## src/rtl/ipdc_pkg.sv

```systemverilog
// Shared constants for the ipdc display packer: pixel width, window
// size codes, tag bit positions inside a FIFO entry and the framing FSM
// state encoding.
package ipdc_pkg;

    localparam int unsigned PIX_W   = 24;
    localparam int unsigned TAG_W   = 4;
    localparam int unsigned ENTRY_W = PIX_W + TAG_W;

    localparam logic [1:0] WIN_2X2  = 2'd0;
    localparam logic [1:0] WIN_4X4  = 2'd1;
    localparam logic [1:0] WIN_8X8  = 2'd2;
    localparam logic [1:0] WIN_RSVD = 2'd3;

    // Tag bits sit directly above the pixel in each FIFO entry
    localparam int unsigned TAG_SOF = PIX_W + 0;
    localparam int unsigned TAG_EOF = PIX_W + 1;
    localparam int unsigned TAG_SOL = PIX_W + 2;
    localparam int unsigned TAG_EOL = PIX_W + 3;

    typedef enum logic {
        ST_IDLE  = 1'b0,
        ST_FRAME = 1'b1
    } wr_state_t;

    // Window edge length for a size code; the reserved code behaves as 4x4
    function automatic logic [3:0] win_edge(input logic [1:0] code);
        case (code)
            WIN_2X2: win_edge = 4'd2;
            WIN_8X8: win_edge = 4'd8;
            default: win_edge = 4'd4;
        endcase
    endfunction

endpackage

```

## src/rtl/ipdc_disp_packer_if.sv

```systemverilog
// Downstream display stream: valid/ready handshake carrying a pixel and
// its frame/line tags. The packer drives it through the master modport.
interface ipdc_disp_packer_if;

    logic                       o_pix_valid;
    logic [ipdc_pkg::PIX_W-1:0] o_pix_data;
    logic                       o_sof;
    logic                       o_eof;
    logic                       o_sol;
    logic                       o_eol;
    logic                       i_pix_ready;

    modport master (
        output o_pix_valid,
        output o_pix_data,
        output o_sof,
        output o_eof,
        output o_sol,
        output o_eol,
        input  i_pix_ready
    );

    modport slave (
        input  o_pix_valid,
        input  o_pix_data,
        input  o_sof,
        input  o_eof,
        input  o_sol,
        input  o_eol,
        output i_pix_ready
    );

endinterface

```

## src/rtl/ipdc_sync_fifo.sv

```systemverilog
// Single-clock FIFO with occupancy count. A push into a full FIFO is
// accepted only when a pop happens in the same cycle; otherwise it is
// ignored and the caller is expected to flag the loss.
module ipdc_sync_fifo #(
    parameter int unsigned WIDTH = 28,
    parameter int unsigned DEPTH = 16,
    localparam int unsigned AW   = (DEPTH > 1) ? $clog2(DEPTH) : 1,
    localparam int unsigned CW   = $clog2(DEPTH) + 1
) (
    input  logic             i_clk,
    input  logic             i_rst_n,
    input  logic             push,
    input  logic [WIDTH-1:0] wr_data,
    input  logic             pop,
    output logic [WIDTH-1:0] rd_data,
    output logic             full,
    output logic             empty,
    output logic [CW-1:0]    count
);

    localparam logic [AW-1:0] LAST_PTR = AW'(DEPTH - 1);
    localparam logic [CW-1:0] FULL_CNT = CW'(DEPTH);

    logic [WIDTH-1:0] mem [DEPTH];
    logic [AW-1:0]    wr_ptr;
    logic [AW-1:0]    rd_ptr;
    logic             wr_en;
    logic             rd_en;

    assign full    = (count == FULL_CNT);
    assign empty   = (count == '0);
    assign wr_en   = push && (!full || pop);
    assign rd_en   = pop && !empty;
    assign rd_data = mem[rd_ptr];

    // Storage array, written only on an accepted push
    always_ff @(posedge i_clk) begin
        if (wr_en) begin
            mem[wr_ptr] <= wr_data;
        end
    end

    // Pointers wrap modulo DEPTH; count tracks occupancy
    always_ff @(posedge i_clk or negedge i_rst_n) begin
        if (!i_rst_n) begin
            wr_ptr <= '0;
            rd_ptr <= '0;
            count  <= '0;
        end else begin
            if (wr_en) begin
                wr_ptr <= (wr_ptr == LAST_PTR) ? '0 : wr_ptr + 1'b1;
            end
            if (rd_en) begin
                rd_ptr <= (rd_ptr == LAST_PTR) ? '0 : rd_ptr + 1'b1;
            end
            case ({wr_en, rd_en})
                2'b10:   count <= count + 1'b1;
                2'b01:   count <= count - 1'b1;
                default: count <= count;
            endcase
        end
    end

endmodule

```

## src/rtl/ipdc_disp_packer.sv

```systemverilog
// Frames the unthrottled ipdc pixel stream into NxN windows, tags each
// pixel with SOF/EOF/SOL/EOL and buffers it for a ready-throttled display
// sink. Pixels arriving into a full buffer are dropped and flagged on a
// sticky overflow bit, but still advance the framing counters.
module ipdc_disp_packer
    import ipdc_pkg::*;
#(
    parameter int unsigned FIFO_DEPTH = 16
) (
    input  logic               i_clk,
    input  logic               i_rst_n,
    input  logic               i_pix_valid,
    input  logic [PIX_W-1:0]   i_pix_data,
    input  logic [1:0]         i_win_size,
    ipdc_disp_packer_if.master disp,
    output logic               o_ovf,
    input  logic               i_ovf_clr
);

    localparam int unsigned    CNT_W    = $clog2(FIFO_DEPTH) + 1;
    localparam logic [CNT_W-1:0] MAX_CNT = CNT_W'(FIFO_DEPTH);

    wr_state_t          state_q;
    logic [3:0]         n_q;
    logic [2:0]         col_q;
    logic [2:0]         row_q;

    logic [3:0]         n_c;
    logic [2:0]         col_c;
    logic [2:0]         row_c;
    logic               last_col;
    logic               last_row;
    logic               tag_sof;
    logic               tag_sol;

    logic [ENTRY_W-1:0] wr_entry;
    logic [ENTRY_W-1:0] rd_entry;
    logic [ENTRY_W-1:0] head;
    logic               fifo_full;
    logic               fifo_empty;
    logic [CNT_W-1:0]   fifo_count;
    logic               pop;
    logic               ovf_set;

    // Position of the incoming pixel: a fresh frame starts at (0,0) with
    // the live window size, otherwise the latched size and counters apply
    always_comb begin
        n_c     = n_q;
        col_c   = col_q;
        row_c   = row_q;
        tag_sof = 1'b0;
        if (state_q == ST_IDLE) begin
            n_c     = win_edge(i_win_size);
            col_c   = '0;
            row_c   = '0;
            tag_sof = 1'b1;
        end
        tag_sol  = (col_c == '0);
        last_col = ({1'b0, col_c} == (n_c - 4'd1));
        last_row = ({1'b0, row_c} == (n_c - 4'd1));
    end

    assign wr_entry = {last_col, tag_sol, last_col && last_row, tag_sof, i_pix_data};

    // Framing FSM: advances on every upstream pixel, accepted or dropped
    always_ff @(posedge i_clk or negedge i_rst_n) begin
        if (!i_rst_n) begin
            state_q <= ST_IDLE;
            n_q     <= 4'd4;
            col_q   <= '0;
            row_q   <= '0;
        end else if (i_pix_valid) begin
            n_q <= n_c;
            if (last_col && last_row) begin
                state_q <= ST_IDLE;
                col_q   <= '0;
                row_q   <= '0;
            end else begin
                state_q <= ST_FRAME;
                if (last_col) begin
                    col_q <= '0;
                    row_q <= row_c + 3'd1;
                end else begin
                    col_q <= col_c + 3'd1;
                end
            end
        end
    end

    ipdc_sync_fifo #(
        .WIDTH (ENTRY_W),
        .DEPTH (FIFO_DEPTH)
    ) u_fifo (
        .i_clk   (i_clk),
        .i_rst_n (i_rst_n),
        .push    (i_pix_valid),
        .wr_data (wr_entry),
        .pop     (pop),
        .rd_data (rd_entry),
        .full    (fifo_full),
        .empty   (fifo_empty),
        .count   (fifo_count)
    );

    assign pop     = disp.o_pix_valid && disp.i_pix_ready;
    assign ovf_set = i_pix_valid && fifo_full && !pop;

    // Storage is not reset, so the head is masked to zero while empty
    assign head             = fifo_empty ? '0 : rd_entry;
    assign disp.o_pix_valid = !fifo_empty;
    assign disp.o_pix_data  = head[PIX_W-1:0];
    assign disp.o_sof       = head[TAG_SOF];
    assign disp.o_eof       = head[TAG_EOF];
    assign disp.o_sol       = head[TAG_SOL];
    assign disp.o_eol       = head[TAG_EOL];

    // Sticky overflow; a new drop wins over a coincident clear
    always_ff @(posedge i_clk or negedge i_rst_n) begin
        if (!i_rst_n) begin
            o_ovf <= 1'b0;
        end else if (ovf_set) begin
            o_ovf <= 1'b1;
        end else if (i_ovf_clr) begin
            o_ovf <= 1'b0;
        end
    end

    // Occupancy must never exceed the buffer depth
    always_ff @(posedge i_clk) begin
        if (i_rst_n) begin
            assert (fifo_count <= MAX_CNT);
        end
    end

endmodule

```

## src/flat_wrapper.sv

```systemverilog
// flat-port wrapper written by rule: the top's interface ports become plain ports
module ipdc_disp_packer_flat import ipdc_pkg::*;
#(
    parameter int unsigned FIFO_DEPTH = 16
)
  (i_clk, i_rst_n, i_pix_valid, i_pix_data, i_win_size, o_ovf, i_ovf_clr, disp_o_pix_valid, disp_o_pix_data, disp_o_sof, disp_o_eof, disp_o_sol, disp_o_eol, disp_i_pix_ready);
  ipdc_disp_packer_if disp_i ();
  input  logic i_clk;
  input  logic i_rst_n;
  input  logic i_pix_valid;
  input  logic [PIX_W-1:0] i_pix_data;
  input  logic [1:0] i_win_size;
  output logic o_ovf;
  input  logic i_ovf_clr;
  output wire logic [$bits(disp_i.o_pix_valid)-1:0] disp_o_pix_valid;
  output wire logic [$bits(disp_i.o_pix_data)-1:0] disp_o_pix_data;
  output wire logic [$bits(disp_i.o_sof)-1:0] disp_o_sof;
  output wire logic [$bits(disp_i.o_eof)-1:0] disp_o_eof;
  output wire logic [$bits(disp_i.o_sol)-1:0] disp_o_sol;
  output wire logic [$bits(disp_i.o_eol)-1:0] disp_o_eol;
  input wire logic [$bits(disp_i.i_pix_ready)-1:0] disp_i_pix_ready;
  assign disp_o_pix_valid = disp_i.o_pix_valid;
  assign disp_o_pix_data = disp_i.o_pix_data;
  assign disp_o_sof = disp_i.o_sof;
  assign disp_o_eof = disp_i.o_eof;
  assign disp_o_sol = disp_i.o_sol;
  assign disp_o_eol = disp_i.o_eol;
  assign disp_i.i_pix_ready = disp_i_pix_ready;
  ipdc_disp_packer #(.FIFO_DEPTH(FIFO_DEPTH)) u_core (.i_clk(i_clk), .i_rst_n(i_rst_n), .i_pix_valid(i_pix_valid), .i_pix_data(i_pix_data), .i_win_size(i_win_size), .disp(disp_i), .o_ovf(o_ovf), .i_ovf_clr(i_ovf_clr));
endmodule
```

## config.mk

```make
export PLATFORM = sky130hd
export DESIGN_NAME = ipdc_disp_packer_flat
export DESIGN_NICKNAME = d
export VERILOG_FILES = /design/src/rtl/ipdc_pkg.sv /design/src/rtl/ipdc_disp_packer_if.sv /design/src/rtl/ipdc_sync_fifo.sv /design/src/rtl/ipdc_disp_packer.sv /design/src/flat_wrapper.sv
export SDC_FILE = /design/constraint.sdc
export NUM_CORES = 1
export LEC_CHECK = 0
export CORE_MARGIN = 10
export CORE_UTILIZATION = 35
export CTS_BUF_LIST = sky130_fd_sc_hd__clkbuf_8 sky130_fd_sc_hd__clkbuf_16
export CTS_CLUSTER_DIAMETER = 150
export CTS_CLUSTER_SIZE = 24
export DETAILED_ROUTE_END_ITERATION = 6
export PLACE_DENSITY = 0.56
export SYNTH_ARGS = -nofsm -noshare
export SYNTH_HDL_FRONTEND = slang
export SYNTH_SLANG_ARGS = --single-unit
```

## constraint.sdc

```tcl
create_clock -name i_clk -period 3.2 [get_ports i_clk]
set_input_delay 0.32 -clock i_clk [delete_from_list [all_inputs] [get_ports i_clk]]
set_output_delay 0.32 -clock i_clk [all_outputs]
set_load 0.01 [all_outputs]
```

# Yosys cells after proc, flatten, opt, wreduce, memory -nomap -nowiden
# Memory sizes are Yosys's and may differ from the RTL's.
# Index checks and enable logic that the tools add are counted.
# word_totals
ff_bits	25
out_inout_bits	30
ramBits	448
word_cells	59
in_bits	31
n_memories	1
# mem_list
memory	depth	width	read_ports	rd_ports_with_merged_regs	write_ports	line	source
u_core.u_fifo.mem	16	28	1	0	1	ipdc_sync_fifo.sv:24	logic [WIDTH-1:0] mem [DEPTH];
# classes
reduce_logical	17
n_addsub	7
n_mux	18
eq_ne	8
# ops
cell	n
28-bit 2-to-1 mux	1
3-bit 2-to-1 mux	6
4-bit 2-to-1 mux	3
5-bit case mux with 2 select lines	1
4-bit by 1-bit adder with 4-bit output, second input constant	2
3-bit by 4-bit equality test with 1-bit output	2
4-bit equality test, second input constant	2
4-bit case mux with 2 select lines	1
3-bit by 1-bit adder with 3-bit output, second input constant	2
1-bit logical AND	6
1-bit 2-to-1 mux	6
2-bit nonzero test	3
5-bit by 1-bit adder with 5-bit output, second input constant	1
5-bit equality test, second input constant	1
5-bit logical NOT	1
5-bit by 1-bit subtractor with 5-bit output, second input constant	1
2-bit equality test, second input constant	2
4-bit by 1-bit subtractor with 4-bit output, second input constant	1
1-bit logical NOT	3
3-bit logical NOT	1
2-bit by 1-bit equality test with 1-bit output, second input constant	1
2-bit logical NOT	1
2-bit AND reduction	1
1-bit logical OR	1

# Longest topological paths before layout
# Gate-level depths: netlist of the first run.
# logic_depth
depth_word	8
mapped_depth	15
ltp_nobuf	12

# Cells and area by module
# A second synthesis of the first run with hierarchy kept.
# unflattened
hier_cells	1014
hier_area_um2	18895.6
# by_module_without_submodules
module	seq_area_each_um2	n_inst	area_each_um2	cells_each
ipdc_sync_fifo	13778.2	1	17934.7	900
ipdc_disp_packer	301.5	1	960.9	114

# Worst setup path after synthesis of the first run
# Ideal clock, no wire load.
# synth_path
path_kind	reg-to-reg
startpoint	register u_core.u_fifo.count[1]
endpoint	register u_core.u_fifo.count[4]
setup_time_ns	0.079
arrival_time_ns	2.681
required_time_ns	3.121
path_stages_with_launch	16
path_buffers	3
period_less_slack_ns	2.760
path_slack_ns	0.440
path_cell_list	dfrtp_1 buf_2 nor4_2 and2b_1 inv_2 and2_1 buf_6 ha_1 clkbuf_1 xor2_1 ha_1 inv_1 o21ai_0 a21o_1 a221oi_1 xor2_1
# synth_via
word_cells_on_any_way	14
classes_between	2 x add/sub; 3 x eq/ne; 1 x mux; 8 x reduce/logical
# synth_rtl
item	line	source
from (decl)	ipdc_sync_fifo.sv:18	output logic [CW-1:0] count
from (signal assigned)	ipdc_sync_fifo.sv:57	2'b10: count <= count + 1'b1;
from (signal assigned)	ipdc_sync_fifo.sv:58	2'b01: count <= count - 1'b1;
from (signal assigned)	ipdc_sync_fifo.sv:59	default: count <= count;
5-bit logical NOT (*)	ipdc_sync_fifo.sv:31	assign empty = (count == '0);
1-bit logical NOT (*)	ipdc_disp_packer.sv:110	assign disp.o_pix_valid = !fifo_empty;
named net disp_o_pix_valid	flat_wrapper.sv:15	output wire logic [$bits(disp_i.o_pix_valid)-1:0] disp_o_pix_valid;
1-bit logical AND	ipdc_disp_packer.sv:105	assign pop = disp.o_pix_valid && disp.i_pix_ready;
1-bit logical AND (*)	ipdc_sync_fifo.sv:33	assign rd_en = pop && !empty;
named net u_core.u_fifo.rd_en	ipdc_sync_fifo.sv:28	logic rd_en;
2-bit by 1-bit equality test with 1-bit output / 2-bit equality test (equally long branches)	ipdc_sync_fifo.sv:56	case ({wr_en, rd_en})
5-bit case mux with 2 select lines / 2-bit nonzero test (equally long branches)	--	
# The timed path passes the listed nets; every way through them passes the cells marked *.
# A chain may end at the register's enable or synchronous reset.

# Final worst setup path of the first run
# layout_path
startpoint	register u_core.u_fifo.rd_ptr[0]
endpoint	output disp_o_pix_data[18]
# layout_via
elab_chain_len	2
# layout_rtl
item	line	source
from (decl)	ipdc_sync_fifo.sv:26	logic [AW-1:0] rd_ptr;
from (signal assigned)	ipdc_sync_fifo.sv:54	rd_ptr <= (rd_ptr == LAST_PTR) ? '0 : rd_ptr + 1'b1;
memory 16 x 28 bit	--	
28-bit 2-to-1 mux	ipdc_disp_packer.sv:109	assign head = fifo_empty ? '0 : rd_entry;
to (decl)	flat_wrapper.sv:16	output wire logic [$bits(disp_i.o_pix_data)-1:0] disp_o_pix_data;
# No other way between the ends.

==> results.sh, run 1 <==
export IMPL_worstPathMaxFanout=19
export IMPL_synth_async_reset_ratio_pct=5.29
export IMPL_dp_cells=1632
export IMPL_critPathMaxStageDelay_ns=0.53
export IMPL_grt_max_degree=40
export IMPL_cpMaxStageDelayCell="mux4_2"
export IMPL_worstMarginPinSlew_ns=0.646
export IMPL_clkLatencyLatePin_ns=0.58
export IMPL_maxSlewHeadroom_pct=56.8
export IMPL_fin_crit_sh_pct=97.0
export IMPL_worst_path_buf_inv=3
export IMPL_crit_path_frequent_cell="buf_12"
export IMPL_ant_nets=0
export IMPL_regArea_mm2=0.0141
export IMPL_synthMuxAreaShare_pct=13.9
export IMPL_path_cells="buf_12 > buf_12 > mux4_2 > a22oi_1 > a21oi_1 > clkdlybuf4s50_1"
export IMPL_ys_flop_type="edfxtp_1"
export IMPL_vias=8927
export IMPL_cts_root_buf="clkbuf_16"
export IMPL_place_congestion=0.735
export IMPL_r2r_start="u_core.u_fifo.count[2]"
export IMPL_startpoint_type="flip-flop"
export IMPL_cts_made_buffers=23
export IMPL_setup_viol=0
export IMPL_post_drt_wl_per_cell_um=25.4
export IMPL_dieArea_mm2=0.0623
export IMPL_r2r_cells=12
export IMPL_io_pins=61
export IMPL_peakVddDrop_uv=444
export IMPL_fillers=4551
export IMPL_netlist_area_mm2=0.0185
export IMPL_required_ns=2.88
export IMPL_antenna_found_initial=0
export IMPL_area_delta_synth_final_pct=15.3
export IMPL_synth_compound_area_share_pct=4.26
export IMPL_fin_skew_ns=0.0275
export IMPL_clk_path_buf_depth=3
export IMPL_chipWidth_um=250
export IMPL_grt_use_met1_pct=18.2
export IMPL_viasPerCell=5.29
export IMPL_core_mm2=0.0524
export IMPL_cts_tree="done"
export IMPL_io_buffers=60
export IMPL_dp_hpwl_mm=24.8
export IMPL_critPathTopFamily="buffers and inverters"
export IMPL_r2r_slack_ns=0.44
export IMPL_hold_viol_final=0
export IMPL_drt_first_pass_iters=5
export IMPL_ys_types=46
export IMPL_finalSetupTns_ns=0
export IMPL_h_tree_depth=1
export IMPL_hp_class="input port to async pin"
export IMPL_rows=84
export IMPL_synth_warnings=0
export IMPL_num_antenna_cells=0
export IMPL_multi_input_area_mm2=0.00414
export IMPL_ys_seq_area_share_pct=76.3
export IMPL_syn_num_nets=912
export IMPL_synth_cells=868
export IMPL_rsz0062_at_grt="no"
export IMPL_cap_violations=0
export IMPL_clock_sinks=473
export IMPL_gr_total_overflow=0
export IMPL_final_nets=1036
export IMPL_reg2reg_to="u_core.u_fifo.count[4]"
export IMPL_synth_edf_count=448
export IMPL_power_density_mw_per_mm2=807
export IMPL_drtIter0Drc=883
export IMPL_synth_top_family_by_area="multiplexers"
export IMPL_crit_type="flip-flop to primary output"
export IMPL_min_period_ns=3.10
export IMPL_crit_path_end_kind="primary output"
export IMPL_synth_seq_cells=473
export IMPL_drv_slew=0
export IMPL_grt_pass1_wl_mm=63.7
export IMPL_arrival_ns=2.78
export IMPL_drc=0
export IMPL_grt_met2_usage_pct=22.7
export IMPL_top_usage_layer="met2"
export IMPL_synth_simple_gate_area_share_pct=2.16
export IMPL_status="completed"
export IMPL_wirelength_mm=42.8
export IMPL_initial_utilization_pct=35.2
export IMPL_crit_start="u_core.u_fifo.rd_ptr[0]"
export IMPL_track_usage_pct=13.5
export IMPL_drive_above_1_share_pct=26.0
export IMPL_final_cells=1687
export IMPL_power_leakage_nw=6.96
export IMPL_die_y_um=250
export IMPL_postCtsHoldBufs=0
export IMPL_clock_fmax_ghz=0.322
export IMPL_syn_avg_cell_area_um2=21.3
export IMPL_synthAdderAreaFrac_pct=0.881
export IMPL_path_clk_slew_ns=0.10
export IMPL_grt_pass1_vias=9409
export IMPL_met3_usage_pct=1.89
export IMPL_synth_xor_area_share_pct=0.840
[logic make-up (layout without fill, tap and decap cells)]
family | count (synthesis) | in the layout
AOI/OAI and AO/OA | 119 | 119
DFF | 473 | 473
and+or+nand+nor | 72 | 72
buffers and inverters | 59 | 190
xor gates and xnor gates | 16 | 16
adders and majority gates | 13 | 13
muxes | 116 | 116
[layout by cell type, fill, tap and decap left out, types with 8 or more instances in the layout]
cell / n
a21oi_1: 33
a22oi_1: 55
and2_2: 8
and3_2: 8
buf_12: 14
buf_4: 65
clkbuf_16: 23
clkdlybuf4s50_1: 35
dfrtp_1: 22
dlygate4sd2_1: 14
dlymetal6s2s_1: 11
edfxtp_1: 448
ha_1: 13
inv_1: 17
mux4_2: 112
nand2_1: 17
o21ai_0: 12
xnor2_1: 9
[worst register-to-register path, cell delays in order (launching register included)]
cell      delay [ns]
dfrtp_1         0.47
nor4_2          0.33
and2b_2         0.21
inv_2           0.04
and2_1          0.23
ha_1            0.24
xor2_1          0.17
ha_1            0.22
inv_1           0.05
o21ai_0         0.06
a21o_1          0.19
a221oi_1        0.33
xor2_1          0.17
[layout make-up]
cell class                      instances  share of cell area, %
Tap cell                              688                   4.04
Multi-Input combinational cell        336                   19.4
Inverter                               11                  0.194
Sequential cell                       473                   66.2
Clock buffer                           23                   2.70
Clock inverter                          9                  0.206
Timing Repair Buffer                  147                   7.25
[worst max-delay path by stage]
stage	end	slack (ns)	cells after the start
floorplan	u_core.u_fifo.count[4]	0.44	15
global placement	disp_o_pix_data[4]	0.45	5
detailed placement	u_core.u_fifo.count[4]	0.42	12
CTS	disp_o_pix_data[2]	0.007	6
global route	disp_o_pix_data[18]	0.002	6
finish	disp_o_pix_data[18]	0.1	6
[cell usage after synthesis (2+ instances only)]
cell type,n,area (um^2)
and3_1,9,56.3
and2_1,14,87.6
nand2_1,17,63.8
nand3_1,4,20.0
mux4_2,112,2520
nor4_2,2,25.0
edfxtp_1,448,13500
buf_6,8,90.1
nand2b_1,3,18.8
mux2_2,2,22.5
a22oi_1,57,428
o31ai_1,2,15.0
a21o_1,2,15.0
inv_1,10,37.5
buf_2,15,75.1
nor2_1,8,30.0
dfrtp_1,24,601
nand4_1,2,12.5
mux2_4,2,30.0
o21ai_0,12,60.1
clkbuf_1,23,86.3
nor2b_1,3,18.8
nor3_1,5,25.0
xnor2_1,9,78.8
xor2_1,6,52.6
a21oi_1,34,170
o2bb2ai_1,3,26.3
o211ai_1,2,15.0
ha_1,13,163
[through the flow]
stage | instance area [um^2] | setup WS, ns | util (%) | hold WS, ns | power (mW)
final | 21300 | 0.0975 | 40.6 | 0.153 | 17.2
after global routing | 21300 | 0.00188 | 40.6 | 0.183 | 18.1
after CTS | 21200 | 0.00677 | 40.4 | 0.156 | 17.4
after detailed placement | 20400 | 0.417 | 38.8 | 0.490 | 14.0
after global placement | 20400 | 0.451 | 38.8 | 0.494 | 14.0
after floorplan | 18500 | 0.440 | - | 0.0244 | 11.4
[repair_timing]
action                                  4_1_cts  5_1_grt
buffers inserted                             11       10
endpoints found under the setup margin       26       12
gates resized for setup                      24       11
cloned                                        2        0
[registers in the layout, summed over array words and instances (netlist names)]
register and flops:
u_core.u_fifo.wr_ptr 4, u_core.n_q 4, u_core.u_fifo.count 5, u_core.u_fifo.mem 448, u_core.state_q 1, u_core.row_q 3, u_core.o_ovf 1, u_core.col_q 3
u_core.u_fifo.rd_ptr 4
[per-layer routing]
layer	wire length [um]	part of all wire [%]
met5	0	0
met4	900	2.1
met1	18500	43
met3	2200	5.1
met2	21200	50
[where the power goes]
group          total, mW  internal, mW  leakage (nW)  switching (mW)
registers           7.72          7.41          4.36           0.308
logic               6.30          3.15          2.27            3.15
clock network       3.17          1.31         0.330            1.85
No activity file was read; power rests on OpenSTA's default activity.
==> inputs of run 2 (changes only) <==
- ABC_CLOCK_PERIOD_IN_PS: not set -> 3200
- SKIP_LAST_GASP: not set -> 1
==> run 2 against run 1 <==
Non-clock buffer count is the same. Clock-buffer cell count unchanged. Sequential power is essentially flat. Combinational power hardly changed. Highest routed layer unchanged. Die area stayed put. Clock power about the same. Critical path type unchanged. Total power barely moved. Maximum frequency about the same. Sequential share of layout area is essentially flat. Final cell count is the same.
==> results.sh, run 2 (same netlist as run 1, synthesis figures left out) <==
export IMPL_fin_util_pct=40.6
export IMPL_antenna_found_initial=0
export IMPL_setup_viol=0
export IMPL_num_antenna_cells=0
export IMPL_r2r_start="u_core.u_fifo.count[2]"
export IMPL_grt_use_met1_pct=18.2
export IMPL_top_register="u_core.u_fifo.mem"
export IMPL_fillers=4552
export IMPL_dp_hpwl_mm=24.8
export IMPL_drtIter0Drc=868
export IMPL_min_period_ns=3.10
export IMPL_dpl_cell_area_mm2=0.0204
export IMPL_clkLatencyLatePin_ns=0.57
export IMPL_clk_path_buf_depth=3
export IMPL_fin_skew_ns=0.0239
export IMPL_startpoint_type="flip-flop"
export IMPL_place_congestion=0.735
export IMPL_fin_crit_sh_pct=97.0
export IMPL_io_pins=61
export IMPL_drv_slew=0
export IMPL_power_density_mw_per_mm2=807
export IMPL_arrival_ns=2.78
export IMPL_rsz0062_at_grt="no"
export IMPL_cts_root_buf="clkbuf_16"
export IMPL_io_buffers=60
export IMPL_core_mm2=0.0524
export IMPL_peakVddDrop_uv=444
export IMPL_timing_hold_ws_ns=0.153
export IMPL_worstMarginPinSlew_ns=0.649
export IMPL_dp_cells=1632
export IMPL_final_cells=1687
export IMPL_crit_path_end_kind="primary output"
export IMPL_drt_first_pass_iters=4
export IMPL_reg2reg_to="u_core.u_fifo.count[4]"
export IMPL_maxSlewHeadroom_pct=56.6
export IMPL_top_usage_layer="met2"
export IMPL_chipWidth_um=250
export IMPL_drive_above_1_share_pct=25.9
export IMPL_cts_made_buffers=23
export IMPL_area_delta_synth_final_pct=15.3
export IMPL_wirelength_mm=42.9
export IMPL_rows=84
export IMPL_finalSetupTns_ns=0
export IMPL_h_tree_depth=1
export IMPL_met3_usage_pct=1.89
export IMPL_dieArea_mm2=0.0623
export IMPL_clock_fmax_ghz=0.322
export IMPL_track_usage_pct=13.5
export IMPL_mostFrequentLayoutCell="edfxtp_1"
export IMPL_grt_met2_usage_pct=22.7
export IMPL_r2r_slack_ns=0.43
export IMPL_largest_register_ffs=448
export IMPL_status="completed"
export IMPL_cts_tree="done"
export IMPL_ant_nets=0
export IMPL_r2r_cells=12
export IMPL_power_leakage_nw=6.97
export IMPL_layout_common_cells="edfxtp_1, mux4_2, buf_4, a22oi_1, clkdlybuf4s50_1"
export IMPL_largest_registers="u_core.u_fifo.mem x448, u_core.u_fifo.count x5"
export IMPL_cap_violations=0
export IMPL_hold_viol_final=0
export IMPL_viasPerCell=5.28
export IMPL_multi_input_area_mm2=0.00413
export IMPL_die_y_um=250
export IMPL_worstPathMaxFanout=19
export IMPL_initial_utilization_pct=35.2
export IMPL_final_nets=1036
export IMPL_vias=8908
export IMPL_drc=0
export IMPL_post_drt_wl_per_cell_um=25.4
export IMPL_gr_total_overflow=0
export IMPL_final_area_mm2=0.0213
export IMPL_hp_class="input port to async pin"
export IMPL_required_ns=2.88
export IMPL_grt_pass1_wl_mm=63.7
export IMPL_path_clk_slew_ns=0.10
export IMPL_clock_sinks=473
export IMPL_crit_type="flip-flop to primary output"
export IMPL_grt_max_degree=40
export IMPL_grt_pass1_vias=9410
export IMPL_regArea_mm2=0.0141
==> run 2: how the worst max path moves through the flow <==
stage,startpoint,end,slack (ns),depth (start not counted)
after CTS,u_core.u_fifo.rd_ptr[0],disp_o_pix_data[15],-0.03,6
after global routing,u_core.u_fifo.rd_ptr[0],disp_o_pix_data[18],0.002,6
final,u_core.u_fifo.rd_ptr[0],disp_o_pix_data[18],0.1,6
after floorplan,u_core.u_fifo.count[1],u_core.u_fifo.count[4],0.44,15
after detailed placement,u_core.u_fifo.count[2],u_core.u_fifo.count[4],0.42,12
after global placement,u_core.u_fifo.rd_ptr[0],disp_o_pix_data[4],0.45,5
==> run 2: final cells by class <==
class | count | share of cell area, %
clock buffers | 23 | 2.70
clock inverters | 9 | 0.206
inverters | 11 | 0.194
multi-input cells | 336 | 19.4
flip-flops and latches | 473 | 66.2
well taps | 688 | 4.04
repair buffers | 147 | 7.26
==> run 2: critical path, stage by stage, from the launching register on <==
cell and delay, ns:
dfrtp_4 0.47, buf_12 0.13, buf_12 0.19, mux4_2 0.52
a22oi_1 0.24, a21oi_1 0.13, clkdlybuf4s50_1 0.53
==> run 2: repair_timing <==
action / 4_1_cts / 5_1_grt
resized for setup: 22 / 12
buffers inserted: 11 / 10
gates cloned: 2 / 0
hold buffers: 0 / 0
setup endpoints to repair: 26 / 13
==> run 2: metrics by stage <==
stage	setup WS (ns)	power, mW
2_1_floorplan	0.440	11.4
3_3_place_gp	0.451	14.0
3_5_place_dp	0.417	14.0
4_1_cts	-0.0296	17.4
5_1_grt	0.00188	18.1
6_report	0.0974	17.2
==> run 2: where the power goes <==
group          leakage, nW  internal [mW]  switching (mW)  total (mW)
sequential            4.36           7.41           0.310        7.72
combinational         2.28           3.15            3.14        6.29
clock                0.330           1.31            1.86        3.17
==> run 2: layer usage <==
metal / part of all wire, % / up-vias
li1: - / 3848
met1: 44 / 4796
met2: 49 / 219
met3: 4.7 / 45
met4: 2.1 / 0
met5: 0 / -
==> inputs of run 3 (changes only) <==
- ABC_CLOCK_PERIOD_IN_PS: 3200 -> 3320
- CORE_ASPECT_RATIO: not set -> 1.75
- SLEW_MARGIN: not set -> 20
- clock period: 3.2 -> 3.32 ns (I/O delays scaled with it)
==> run 3 against run 2 <==
Worst setup slack better by 0.025 ns. Routed wire length shrank 4.4%. Global-route usage down 0.57 points. Sequential power down 3.4%. Sequential cell count did not move. Die area grew 0.58%. Critical path depth unchanged. Core utilization decreased by 0.38 points. Clock power down 3%. Non-clock buffer count shrank 37. First-iteration DRC count is 18% lower. Clock-buffer cell count unchanged. Critical endpoint is now disp_o_sol. Largest power group unchanged. Highest routed layer unchanged.
==> results.sh, run 3 (same netlist as run 1, synthesis figures left out) <==
export IMPL_grt_pass1_wl_mm=61.8
export IMPL_cts_tree="done"
export IMPL_crit_path_end_kind="primary output"
export IMPL_fin_skew_ns=0.0162
export IMPL_cpMaxStageDelayCell="clkdlybuf4s50_1"
export IMPL_power_leakage_nw=6.81
export IMPL_chipWidth_um=194
export IMPL_peakVddDrop_uv=407
export IMPL_io_pins=61
export IMPL_core_mm2=0.0524
export IMPL_cts_made_buffers=23
export IMPL_io_buffers=60
export IMPL_vias=8664
export IMPL_clock_fmax_ghz=0.313
export IMPL_hp_class="input port to async pin"
export IMPL_initial_utilization_pct=35.3
export IMPL_grt_max_degree=46
export IMPL_dieArea_mm2=0.0627
export IMPL_antenna_found_initial=0
export IMPL_r2r_cells=12
export IMPL_fin_util_pct=40.2
export IMPL_dpl_worst_slack_ns=0.211
export IMPL_viasPerCell=5.25
export IMPL_status="completed"
export IMPL_power_density_mw_per_mm2=774
export IMPL_gr_total_overflow=0
export IMPL_setup_ws_ns=0.122
export IMPL_rows=111
export IMPL_path_clk_slew_ns=0.10
export IMPL_drtIter0Drc=709
export IMPL_layout_common_cells="edfxtp_1, mux4_2, a22oi_1, clkdlybuf4s50_1, a21oi_1"
export IMPL_drive_above_1_share_pct=22.6
export IMPL_required_ns=2.99
export IMPL_ant_nets=0
export IMPL_track_usage_pct=12.9
export IMPL_drv_slew=0
export IMPL_min_period_ns=3.20
export IMPL_crit_start="u_core.u_fifo.rd_ptr[0]"
export IMPL_place_congestion=0.736
export IMPL_crit_type="flip-flop to primary output"
export IMPL_drt_first_pass_iters=4
export IMPL_top_register="u_core.u_fifo.mem"
export IMPL_rsz0062_at_grt="no"
export IMPL_wirelength_mm=41.0
export IMPL_mostFrequentLayoutCell="edfxtp_1"
export IMPL_reg2reg_to="u_core.u_fifo.count[4]"
export IMPL_r2r_start="u_core.u_fifo.count[2]"
export IMPL_drc=0
export IMPL_cap_violations=0
export IMPL_fin_crit_sh_pct=96.3
export IMPL_largest_registers="u_core.u_fifo.mem x448, u_core.u_fifo.count x5"
export IMPL_dp_hpwl_mm=24.4
export IMPL_r2r_slack_ns=0.39
export IMPL_startpoint_type="flip-flop"
export IMPL_p_total_mw=16.3
export IMPL_clk_path_buf_depth=3
export IMPL_crit_path_frequent_cell="buf_12"
export IMPL_setup_viol=0
export IMPL_worstMarginPinSlew_ns=0.713
export IMPL_num_antenna_cells=0
export IMPL_path_cells="buf_12 > buf_12 > mux4_2 > a22oi_1 > a21oi_1 > clkdlybuf4s50_1"
export IMPL_maxSlewHeadroom_pct=52.3
export IMPL_grt_pass1_vias=9488
export IMPL_die_y_um=324
export IMPL_worstPathMaxFanout=15
export IMPL_post_drt_wl_per_cell_um=24.8
export IMPL_critPathMaxStageDelay_ns=0.54
export IMPL_h_tree_depth=1
export IMPL_cts_root_buf="clkbuf_16"
export IMPL_largest_register_ffs=448
export IMPL_final_nets=999
export IMPL_hold_viol_final=0
export IMPL_postCtsHoldBufs=0
export IMPL_clkLatencyLatePin_ns=0.56
export IMPL_arrival_ns=2.87
export IMPL_clock_sinks=473
export IMPL_area_delta_synth_final_pct=14.0
[run 3: cell types whose count changed in the layout (fill, tap and decap cells not counted)]
cell | previous run | this run
a22oi_1 | 56 | 57
dlygate4sd2_1 | 13 | 0
buf_4 | 65 | 26
buf_16 | 3 | 1
inv_1 | 17 | 27
a21oi_2 | 1 | 0
clkdlybuf4s50_1 | 35 | 47
a21oi_1 | 33 | 34
dlymetal6s2s_1 | 12 | 13
a22oi_2 | 1 | 0
buf_12 | 14 | 18
[run 3: area by class of cell]
cell class	count	area, um^2
multi-input combinational	336	4120
inverter	11	41.3
timing repair buffer	110	1300
clock buffer	23	576
tap	678	848
sequential	473	14100
fill	4608	31300
clock inverter	19	81.3
[run 3: power breakdown]
part           internal (mW)  leakage [nW]  total, mW  switching [mW]
sequential              7.14          4.36       7.46           0.316
combinational           2.90          2.06       5.78            2.88
clock                   1.28         0.383       3.07            1.79
total                   11.3          6.81       16.3            4.98
[run 3: metrics by stage]
stage                     setup TNS [ns]  area [um^2]  hold slack (ns)  std cells
after floorplan                        0        18500           0.0364        868
after global placement                 0        20300            0.489       1603
after detailed placement               0        20300            0.481       1603
after CTS                        -0.0218        21000            0.188       1649
after global routing                   0        21100            0.221       1650
final                                  0        21100            0.193       1650
[run 3: layer usage]
metal,up-vias,global-route usage (%),part of all wire [%],routed length [um]
met3,41,1.47,3.8,1540
met5,-,0,0,0
met2,155,24.2,55,22500
met4,0,3.39,1.7,680
met1,4688,15.4,40,16300
li1,3780,-,-,-
[run 3: critical path: cells and delay by family (launching register included)]
family | cells | cell delay, ns
multiplexers | 1 | 0.51
buffers and inverters | 3 | 0.94
flip-flops | 1 | 0.49
AO/OA/AOI/OAI | 2 | 0.33
[run 3: what timing repair did]
action	in CTS	in global routing
setup buffers	3	1
setup endpoints to repair	20	21
cloned	1	0
gates resized for setup	3	17
[run 3: how the worst max path moves through the flow]
stage	endpoint	slack, ns	cells past startpoint
6_report	disp_o_sol	0.12	6
5_1_grt	disp_o_pix_data[16]	0.002	6
4_1_cts	disp_o_pix_data[8]	-0.01	6
3_5_place_dp	u_core.u_fifo.count[4]	0.21	12
3_3_place_gp	u_core.u_fifo.count[4]	0.27	12
2_1_floorplan	u_core.u_fifo.count[4]	0.56	15
